<file path="config.mk">
export PLATFORM = sky130hd
export DESIGN_NAME = vectored_int_ctrl_flat
export DESIGN_NICKNAME = d
export VERILOG_FILES = /design/src/rtl/vectored_int_ctrl_if.sv /design/src/rtl/vectored_int_ctrl.sv /design/src/flat_wrapper.sv
export SDC_FILE = /design/constraint.sdc
export NUM_CORES = 1
export LEC_CHECK = 0
export ABC_CLOCK_PERIOD_IN_PS = 1250
export BUFFER_PORTS_ARGS = -buffer_cell sky130_fd_sc_hd__buf_2
export CORE_MARGIN = 2
export CORE_UTILIZATION = 39
export DETAILED_ROUTE_END_ITERATION = 16
export PLACE_DENSITY = 0.74
export SYNTH_ARGS = -nofsm -noshare
export SYNTH_HDL_FRONTEND = slang
export SYNTH_SLANG_ARGS = --single-unit
</file>
<file path="constraint.sdc">
create_clock -name clk -period 1.25 [get_ports clk]
set_clock_uncertainty 0.05 [all_clocks]
set_input_delay 0.0625 -clock clk [delete_from_list [all_inputs] [get_ports clk]]
set_output_delay 0.0625 -clock clk [all_outputs]
set_load 0.1 [all_outputs]
</file>
<file path="src/rtl/vectored_int_ctrl_if.sv">
// vectored_int_ctrl_if: peripheral/core side signals of the vectored interrupt controller (int_mask exists only with VINT_MASK_EN)
interface vectored_int_ctrl_if;
  logic        done1;
  logic        done2;
  logic        done3;
  logic        done4;
  logic        int_ack;
  logic        eoi;
  logic        interrupt;
  logic [31:0] int_addr;
  logic [1:0]  irq_id;
  logic [3:0]  pending;
  logic        in_service;
`ifdef VINT_MASK_EN
  logic [3:0]  int_mask;
`endif
  modport master (
    output done1, done2, done3, done4, int_ack, eoi,
    input  interrupt, int_addr, irq_id, pending, in_service
`ifdef VINT_MASK_EN
    , output int_mask
`endif
  );
  modport slave (
    input  done1, done2, done3, done4, int_ack, eoi,
    output interrupt, int_addr, irq_id, pending, in_service
`ifdef VINT_MASK_EN
    , input int_mask
`endif
  );
endinterface

</file>
<file path="src/rtl/vectored_int_ctrl.sv">
// vectored_int_ctrl: edge-detects four done lines into pending bits and issues prioritised vectored requests (VINT_MASK_EN adds int_mask)
module vectored_int_ctrl #(
  parameter logic [31:0] VEC_BASE   = 32'h0000_0100,
  parameter logic [31:0] VEC_STRIDE = 32'h0000_0010
) (
  input logic            clk,
  input logic            reset,
  vectored_int_ctrl_if.slave bus
);
  typedef enum logic [1:0] {IDLE, REQ, SERVICE} state_t;
  state_t      state_q, state_d;
  logic [3:0]  done_q, pending_q, pending_d, done_now, eligible, clr;
  logic [1:0]  irq_id_q, irq_id_d, sel;
  logic [31:0] int_addr_q, int_addr_d;
  logic        interrupt_q, interrupt_d, in_service_q, in_service_d;
  assign done_now = {bus.done4, bus.done3, bus.done2, bus.done1};
`ifdef VINT_MASK_EN
  assign eligible = pending_q & ~bus.int_mask;
`else
  assign eligible = pending_q;
`endif
  assign sel = eligible[0] ? 2'd0 : eligible[1] ? 2'd1 : eligible[2] ? 2'd2 : 2'd3;
  always_comb begin
    state_d      = state_q;
    irq_id_d     = irq_id_q;
    int_addr_d   = int_addr_q;
    interrupt_d  = interrupt_q;
    in_service_d = in_service_q;
    clr          = '0;
    case (state_q)
      IDLE: if (|eligible) begin
        state_d     = REQ;
        irq_id_d    = sel;
        int_addr_d  = VEC_BASE + 32'(sel) * VEC_STRIDE;
        interrupt_d = 1'b1;
      end
      REQ: if (bus.int_ack) begin
        state_d      = SERVICE;
        interrupt_d  = 1'b0;
        in_service_d = 1'b1;
        clr          = 4'b0001 << irq_id_q;
      end
      SERVICE: if (bus.eoi) begin
        state_d      = IDLE;
        in_service_d = 1'b0;
        int_addr_d   = '0;
      end
      default: state_d = IDLE;
    endcase
    // a rise on the acceptance edge re-arms the bit: set wins over clear
    pending_d = (pending_q & ~clr) | (done_now & ~done_q);
  end
  always_ff @(posedge clk or posedge reset) begin
    if (reset) begin
      state_q      <= IDLE;
      done_q       <= '0;
      pending_q    <= '0;
      irq_id_q     <= '0;
      int_addr_q   <= '0;
      interrupt_q  <= 1'b0;
      in_service_q <= 1'b0;
    end else begin
      state_q      <= state_d;
      done_q       <= done_now;
      pending_q    <= pending_d;
      irq_id_q     <= irq_id_d;
      int_addr_q   <= int_addr_d;
      interrupt_q  <= interrupt_d;
      in_service_q <= in_service_d;
    end
  end
  assign bus.interrupt  = interrupt_q;
  assign bus.int_addr   = int_addr_q;
  assign bus.irq_id     = irq_id_q;
  assign bus.pending    = pending_q;
  assign bus.in_service = in_service_q;
endmodule
</file>
<file path="src/flat_wrapper.sv">
// flat-port wrapper written by rule: the top's interface ports become plain ports
module vectored_int_ctrl_flat 
#(
  parameter logic [31:0] VEC_BASE   = 32'h0000_0100,
  parameter logic [31:0] VEC_STRIDE = 32'h0000_0010
)
  (clk, reset, bus_done1, bus_done2, bus_done3, bus_done4, bus_int_ack, bus_eoi, bus_interrupt, bus_int_addr, bus_irq_id, bus_pending, bus_in_service);
  vectored_int_ctrl_if bus_i ();
  input logic clk;
  input logic reset;
  input wire logic [$bits(bus_i.done1)-1:0] bus_done1;
  input wire logic [$bits(bus_i.done2)-1:0] bus_done2;
  input wire logic [$bits(bus_i.done3)-1:0] bus_done3;
  input wire logic [$bits(bus_i.done4)-1:0] bus_done4;
  input wire logic [$bits(bus_i.int_ack)-1:0] bus_int_ack;
  input wire logic [$bits(bus_i.eoi)-1:0] bus_eoi;
  output wire logic [$bits(bus_i.interrupt)-1:0] bus_interrupt;
  output wire logic [$bits(bus_i.int_addr)-1:0] bus_int_addr;
  output wire logic [$bits(bus_i.irq_id)-1:0] bus_irq_id;
  output wire logic [$bits(bus_i.pending)-1:0] bus_pending;
  output wire logic [$bits(bus_i.in_service)-1:0] bus_in_service;
  assign bus_i.done1 = bus_done1;
  assign bus_i.done2 = bus_done2;
  assign bus_i.done3 = bus_done3;
  assign bus_i.done4 = bus_done4;
  assign bus_i.int_ack = bus_int_ack;
  assign bus_i.eoi = bus_eoi;
  assign bus_interrupt = bus_i.interrupt;
  assign bus_int_addr = bus_i.int_addr;
  assign bus_irq_id = bus_i.irq_id;
  assign bus_pending = bus_i.pending;
  assign bus_in_service = bus_i.in_service;
  vectored_int_ctrl #(.VEC_BASE(VEC_BASE), .VEC_STRIDE(VEC_STRIDE)) u_core (.clk(clk), .reset(reset), .bus(bus_i));
endmodule
</file>
; Word level (Yosys, flattened, before mapping)
; Index checks and enable logic that the tools add are counted.
; Widths: inputs -> output; s select.
[word_totals]
register_bits = 46
[classes]
add_sub_neg = 1
n_eq_ne = 5
shifts = 1
n_mux = 18
bitwise_logic = 5
n_reduce_logical = 10
[ops]
columns = cell, count
row1 = $mux 32, 2
row2 = $pmux 32 s2, 1
row3 = $reduce_and 3->1, 4
row4 = $add 9x6->10 const A, 1
row5 = $mux 2, 5
row6 = $and 4x4->4, 2
row7 = $mux 4, 2
row8 = $not 4->4, 2
row9 = $pmux 2 s3, 1
row10 = $reduce_bool 2->1, 3
row11 = $mux 1, 5
row12 = $ne 2x2->1 const B, 2
row13 = $or 4x4->4, 1
row14 = $pmux 1 s2, 2
row15 = $reduce_or 4->1, 1
row16 = $shl 1x2->4 const A, 1
row17 = $eq 2x1->1 const B, 1
row18 = $eq 2x2->1 const B, 1
row19 = $logic_not 2->1, 1
row20 = $ne 2x1->1 const B, 1
row21 = $reduce_and 2->1, 1

; Longest topological paths before layout
; Gate-level depths: netlist (run 1).
[depth]
depth_word = 6
ltp_mapped = 3
ltp_nobuf = 3

; Worst setup path after synthesis (run 1)
; Ideal clock, no wire load.
[synth_path]
path_type = flip-flop to flip-flop
startpoint = register u_core.pending_q[1] (netlist: u_core.bus.pending[1])
endpoint = register u_core.irq_id_q[0] (netlist: u_core.bus.irq_id[0])
setup_ns = 0.081
arrival_ns = 1.692
t_required_ns = 1.119
setup_slack_ns = -0.573
stages_incl_launch_ff = 4
path_buffers = 0
path_cell_list = dfrtp_1 > or2_4 > o31ai_4 > mux2i_1
[synth_between]
elab_chain_cells = 2
elab_cells_between_ends = 4
[synth_rtl]
columns = element, line_no
row1 = from (decl), vectored_int_ctrl.sv:12  ; logic [3:0] done_q, pending_q, pending_d, done_now, eligible, clr;
row2 = from (signal assigned), vectored_int_ctrl.sv:65  ; pending_q <= pending_d;
row3 = $reduce_or 4->1 or $mux 2 (tied branches), "vectored_int_ctrl.sv:31, vectored_int_ctrl.sv:22"
row4 = $reduce_and 2->1 (no source line) or $mux 2 (tied branches), n/a
row5 = to (signal assigned), vectored_int_ctrl.sv:66  ; irq_id_q <= irq_id_d;
row6 = to (decl), vectored_int_ctrl.sv:13  ; logic [1:0] irq_id_q, irq_id_d, sel;
; Several ways; a longest one is shown, not always the timed one.
; A chain may end at the register's enable or synchronous reset.

; Final worst setup path (run 1)
; Ends and elaborated chain as after synthesis.

==> metrics.yaml, run 1 <==
status: "finished with violations"
violations: "negative setup slack"
ys_ff_latch: 17
r2r_cells: 4
insertion_delay_ns: 0.29
n_antenna_cell: 0
fin_crit_sh: 1.12
max_clock_freq_ghz: 0.715
critPathKind: "flop to flop"
synth_common_cells: "buf_4, dfrtp_1, inv_1, nand2_1, o21ai_0"
drc: 0
ys_top_cells_by_area: "dfrtp_1, buf_4, mux2i_1, o21ai_0, inv_1"
tritoncts: "yes"
first_pass_iters: 4
die_area_sq_um: 2640
setup_viol_count_final: 7
synth.largest_area_cell: "dfrtp_1"
fillers: 202
cp_slowest_cell: "dfrtp_4"
utilization: 0.540
place_inst: 137
critPathLaunchType: "flop"
ctsHtreeMaxLevel: 1
port-buffer-count: 18
die_w_um: 51.4
grt_overflow: 0
syn_area_sq_um: 876
place_hpwl_mm: 1.09
required_ns: 1.42
post_drt_wl_per_cell_um: 10.5
via_per_inst: 4.12
ys_seq_area_frac: 0.486
path_cells: "or2_4 > o31ai_4 > buf_4 > mux2i_1"
yosys.cell_types.count: 14
grt_pass1_vias: 576
synth_flop_cell: "dfrtp_1"
min_period_ns: 1.40
io_pins: 48
hold_class: "primary input to asynchronous set/reset pin"
initial_core_util: 0.404
nets: 133
rrSetupSlack_ns: -0.15
place.gp.congestion: 0.826
track_usage: 0.130
cts_sinks: 17
clkSlewWorstSetupHoldPaths_ns: 0.09
core_area_sq_um: 2170
yosysMostFrequentCell: "buf_4"
area_delta_synth_final_pct: 33.9
grt_pass1_wl_mm: 2.49
r2r-end: "u_core.bus.irq_id[0]"
die_h_um: 51.4
arrival_ns: 1.57
core.rowCount: 17
drt-initial-drc-count: 11
yosys_warnings: 0
layout_setup_ws_ns: -0.149
drive_gt1_frac: 0.371
synth_top_area_frac: 0.486
cts-root-buf: "clkbuf_4"
fin_cells: 152
timing.rr.start: "u_core.bus.pending[1]"
antenna_found_initial: 0
avgSynthCellArea_sq_um: 10.3
ant_nets: 0
synth_edf_count: 0
slew_violations: 0
end_kind: "flop"
ctsLongestPathBuffers: 2
cts_inserted_buffers: 3
max_stage_delay_ns: 0.48
hold_violations: 0
grt_max_degree: 18
cp_max_fo: 2
synthArstFlopShare: 1.00
syn-instance-count: 85
vias: 626
maxCapViolations: 0
rsz0062_at_grt: "true"
drt_wl_total_mm: 1.60
kinds of logic after synthesis:
kind of cell / count (synthesis) / share of synthesized area
muxes: 4 / 0.0457
and+or+nand+nor: 14 / 0.0800
other: 1 / 0.00428
DFF: 17 / 0.486
buffers and inverters: 37 / 0.283
AOI/OAI and AO/OA: 12 / 0.101
how the worst max path moves through the flow:
| stage | start | to | slack, ns | cells after the start |
|---|---|---|---|---|
| 6_report | u_core.bus.pending[1] | u_core.bus.irq_id[0] | -0.15 | 4 |
| 5_1_grt | u_core.bus.pending[1] | u_core.bus.int_addr[4] | -0.22 | 4 |
| 4_1_cts | u_core.bus.pending[1] | u_core.bus.irq_id[0] | -0.16 | 4 |
| 3_5_place_dp | u_core.bus.pending[1] | u_core.bus.int_addr[4] | -0.15 | 4 |
| 3_3_place_gp | u_core.bus.pending[1] | u_core.bus.int_addr[4] | -0.10 | 4 |
| 2_1_floorplan | u_core.bus.pending[1] | u_core.bus.irq_id[0] | -0.33 | 3 |
flip-flops by register name (all words and copies together), names as in the netlist:
name                   count
u_core.bus.pending         4
u_core.done_q              4
u_core.bus.int_addr        3
u_core.bus.irq_id          2
u_core.bus.in_service      1
u_core.bus.interrupt       1
u_core.state_q             2
worst max-delay path: cells and delay by family (launching register included):
kind	cells	cell delay, ns
DFF	1	0.48
and+or+nand+nor	1	0.27
AOI/OAI and AO/OA	1	0.20
buffers and inverters	1	0.16
muxes	1	0.17
per-stage QoR:
stage	hold slack [ns]	TNS [ns]	setup WS [ns]	area [sq um]
after floorplan	-0.0617	-2.31	-0.332	993
after global placement	0.0233	-0.469	-0.100	1010
after detailed placement	0.0322	-0.741	-0.148	1010
after CTS	0.264	-0.791	-0.160	1120
after global routing	0.278	-1.44	-0.220	1170
final	0.261	-0.967	-0.149	1170
cell usage in the layout (no fill, tap or decap):
master         synthesis  final
conb_1                 1     29
buf_2                  0     11
dfrtp_1               17     11
buf_4                 29     10
inv_1                  8      8
nand2_1                8      7
dlygate4sd3_1          0      7
clkbuf_4               0      6
mux2i_1                4      4
o21ai_1                0      4
buf_12                 0      4
dfrtp_2                0      4
nand3b_1               2      2
o31ai_1                4      2
o31ai_2                0      2
nand2b_1               2      2
o21ai_2                0      2
dfrtp_4                0      2
a21o_1                 1      1
or2_4                  1      1
nor2_1                 1      1
o31ai_4                1      1
nand2_2                0      1
clkinv_2               0      1
buf_6                  0      1
layout make-up:
cell class | instances | area (sq um) | share of cell area
Tap cell | 28 | 35.0 | 0.0299
Sequential cell | 17 | 438 | 0.374
Multi-Input combinational cell | 59 | 328 | 0.280
Timing Repair Buffer | 36 | 314 | 0.268
Clock buffer | 3 | 22.5 | 0.0192
Clock inverter | 1 | 5.00 | 0.00427
Inverter | 8 | 30.0 | 0.0256
per-layer routing:
layer,GRT usage,up-vias,routed length (um)
li1,-,291,-
met1,0.161,288,666
met2,0.212,42,765
met3,0.0292,5,140
met4,0.0658,0,29
met5,0,-,0
what timing repair did:
action,4_1_cts,5_1_grt
resized for setup,4,11
endpoints found under the setup margin,9,14
hold buffers,7,0
pin swaps,1,2
buffers inserted,1,3
hold endpoints to repair,27,0
Power of run 1 is not shown: default switching activity piles up to over one toggle a cycle in this logic, so the estimate is an artifact.
==> run 2: changes to the inputs <==
--- a/config.mk
+++ b/config.mk
@@ -11,6 +11,7 @@
 export CORE_UTILIZATION = 39
 export DETAILED_ROUTE_END_ITERATION = 16
 export PLACE_DENSITY = 0.74
+export REMOVE_ABC_BUFFERS = 1
 export SYNTH_ARGS = -nofsm -noshare
 export SYNTH_HDL_FRONTEND = slang
 export SYNTH_SLANG_ARGS = --single-unit
==> metrics.yaml, run 2 (same netlist as run 1, synthesis figures left out) <==
status: "finished with violations"
violations: "negative setup slack"
maxCapViolations: 0
drc: 0
placed_area_sq_um: 1040
antenna_found_initial: 0
insertion_delay_ns: 0.28
io_pins: 48
cts-root-buf: "clkbuf_4"
critPathLaunchType: "flop"
hold_class: "primary input to asynchronous set/reset pin"
ant_nets: 0
drt-initial-drc-count: 9
grt_pass1_wl_mm: 2.36
layout_setup_ws_ns: -0.0664
required_ns: 1.41
rsz0062_at_grt: "true"
post_drt_wl_per_cell_um: 9.61
postLayoutCellArea_sq_um: 1170
area_delta_synth_final_pct: 33.3
place_hpwl_mm: 1.08
slew_violations: 0
grt_overflow: 0
grt_max_degree: 18
rrSetupSlack_ns: -0.07
nets: 132
ctsHtreeMaxLevel: 1
max_clock_freq_ghz: 0.760
drive_gt1_frac: 0.285
initial_core_util: 0.404
die_area_sq_um: 2640
tritoncts: "yes"
setup_viol_count_final: 6
final_cell_mix: "conb_1, dfrtp_1, buf_2"
core.rowCount: 17
clkSlewWorstSetupHoldPaths_ns: 0.09
slew_headroom: 0.585
die_h_um: 51.4
end_kind: "flop"
n_antenna_cell: 0
tightest_slew_ns: 0.622
grt_pass1_vias: 559
place.gp.congestion: 0.797
port-buffer-count: 18
die_w_um: 51.4
fin_crit_sh: 1.05
layout_commonest_cell: "conb_1"
cts_inserted_buffers: 3
vias: 601
track_usage: 0.122
cts_sinks: 17
core_area_sq_um: 2170
arrival_ns: 1.48
first_pass_iters: 4
ctsLongestPathBuffers: 2
min_period_ns: 1.32
drt_wl_total_mm: 1.45
critPathKind: "flop to flop"
cp_max_fo: 4
via_per_inst: 3.98
hold_violations: 0
[run 2: timing repair]
action	in CTS	in global routing
endpoints found under the hold margin	27	0
hold buffers	7	0
endpoints found under the setup margin	5	9
pin swaps	1	1
gates resized for setup	1	7
setup buffers	1	1
[run 2: worst paths after layout]
| check | endpoint | cells past startpoint | from |
|---|---|---|---|
| max | u_core.bus.int_addr[4] | 4 | u_core.bus.pending[1] |
| min | u_core.state_q[0] | 3 | reset |
| max reg2reg | u_core.bus.int_addr[4] | 4 | u_core.bus.pending[1] |
| min reg2reg | u_core.bus.pending[3] | 1 | u_core.done_q[3] |
| max in group asynchronous | u_core.done_q[2] | 3 | reset |
| min in group clk | u_core.bus.pending[3] | 1 | u_core.done_q[3] |
[run 2: worst max-delay path, cell delays in order, from the launching register on]
cell	delay (ns)
dfrtp_1	0.39
or2_4	0.26
o31ai_4	0.21
buf_6	0.15
mux2i_1	0.18
[run 2: layout make-up]
type | instances | area, sq um
clock buffers | 4 | 26.3
well taps | 28 | 35.0
inverters | 8 | 30.0
repair buffers | 35 | 333
multi-input cells | 59 | 318
fillers | 201 | 1000
flip-flops and latches | 17 | 425
[run 2: metrics by stage]
step	worst slack, ns	util	std cells	setup TNS [ns]	hold WS, ns
after floorplan	-0.573	-	84	-5.03	-0.0614
after global placement	-0.000622	0.479	138	-0.000622	0.101
after detailed placement	-0.0649	0.479	138	-0.176	0.110
after CTS	-0.0787	0.527	150	-0.248	0.355
after global routing	-0.119	0.538	151	-0.817	0.376
final	-0.0664	0.538	151	-0.304	0.338
[run 2: per-layer routing]
| layer | global-route usage | wire length [um] | up-vias |
|---|---|---|---|
| li1 | - | - | 287 |
| met1 | 0.156 | 637 | 272 |
| met2 | 0.197 | 670 | 42 |
| met3 | 0.0468 | 143 | 0 |
| met4 | 0.0263 | 0 | 0 |
| met5 | 0 | 0 | - |
Power of run 2 is left out for the same reason.
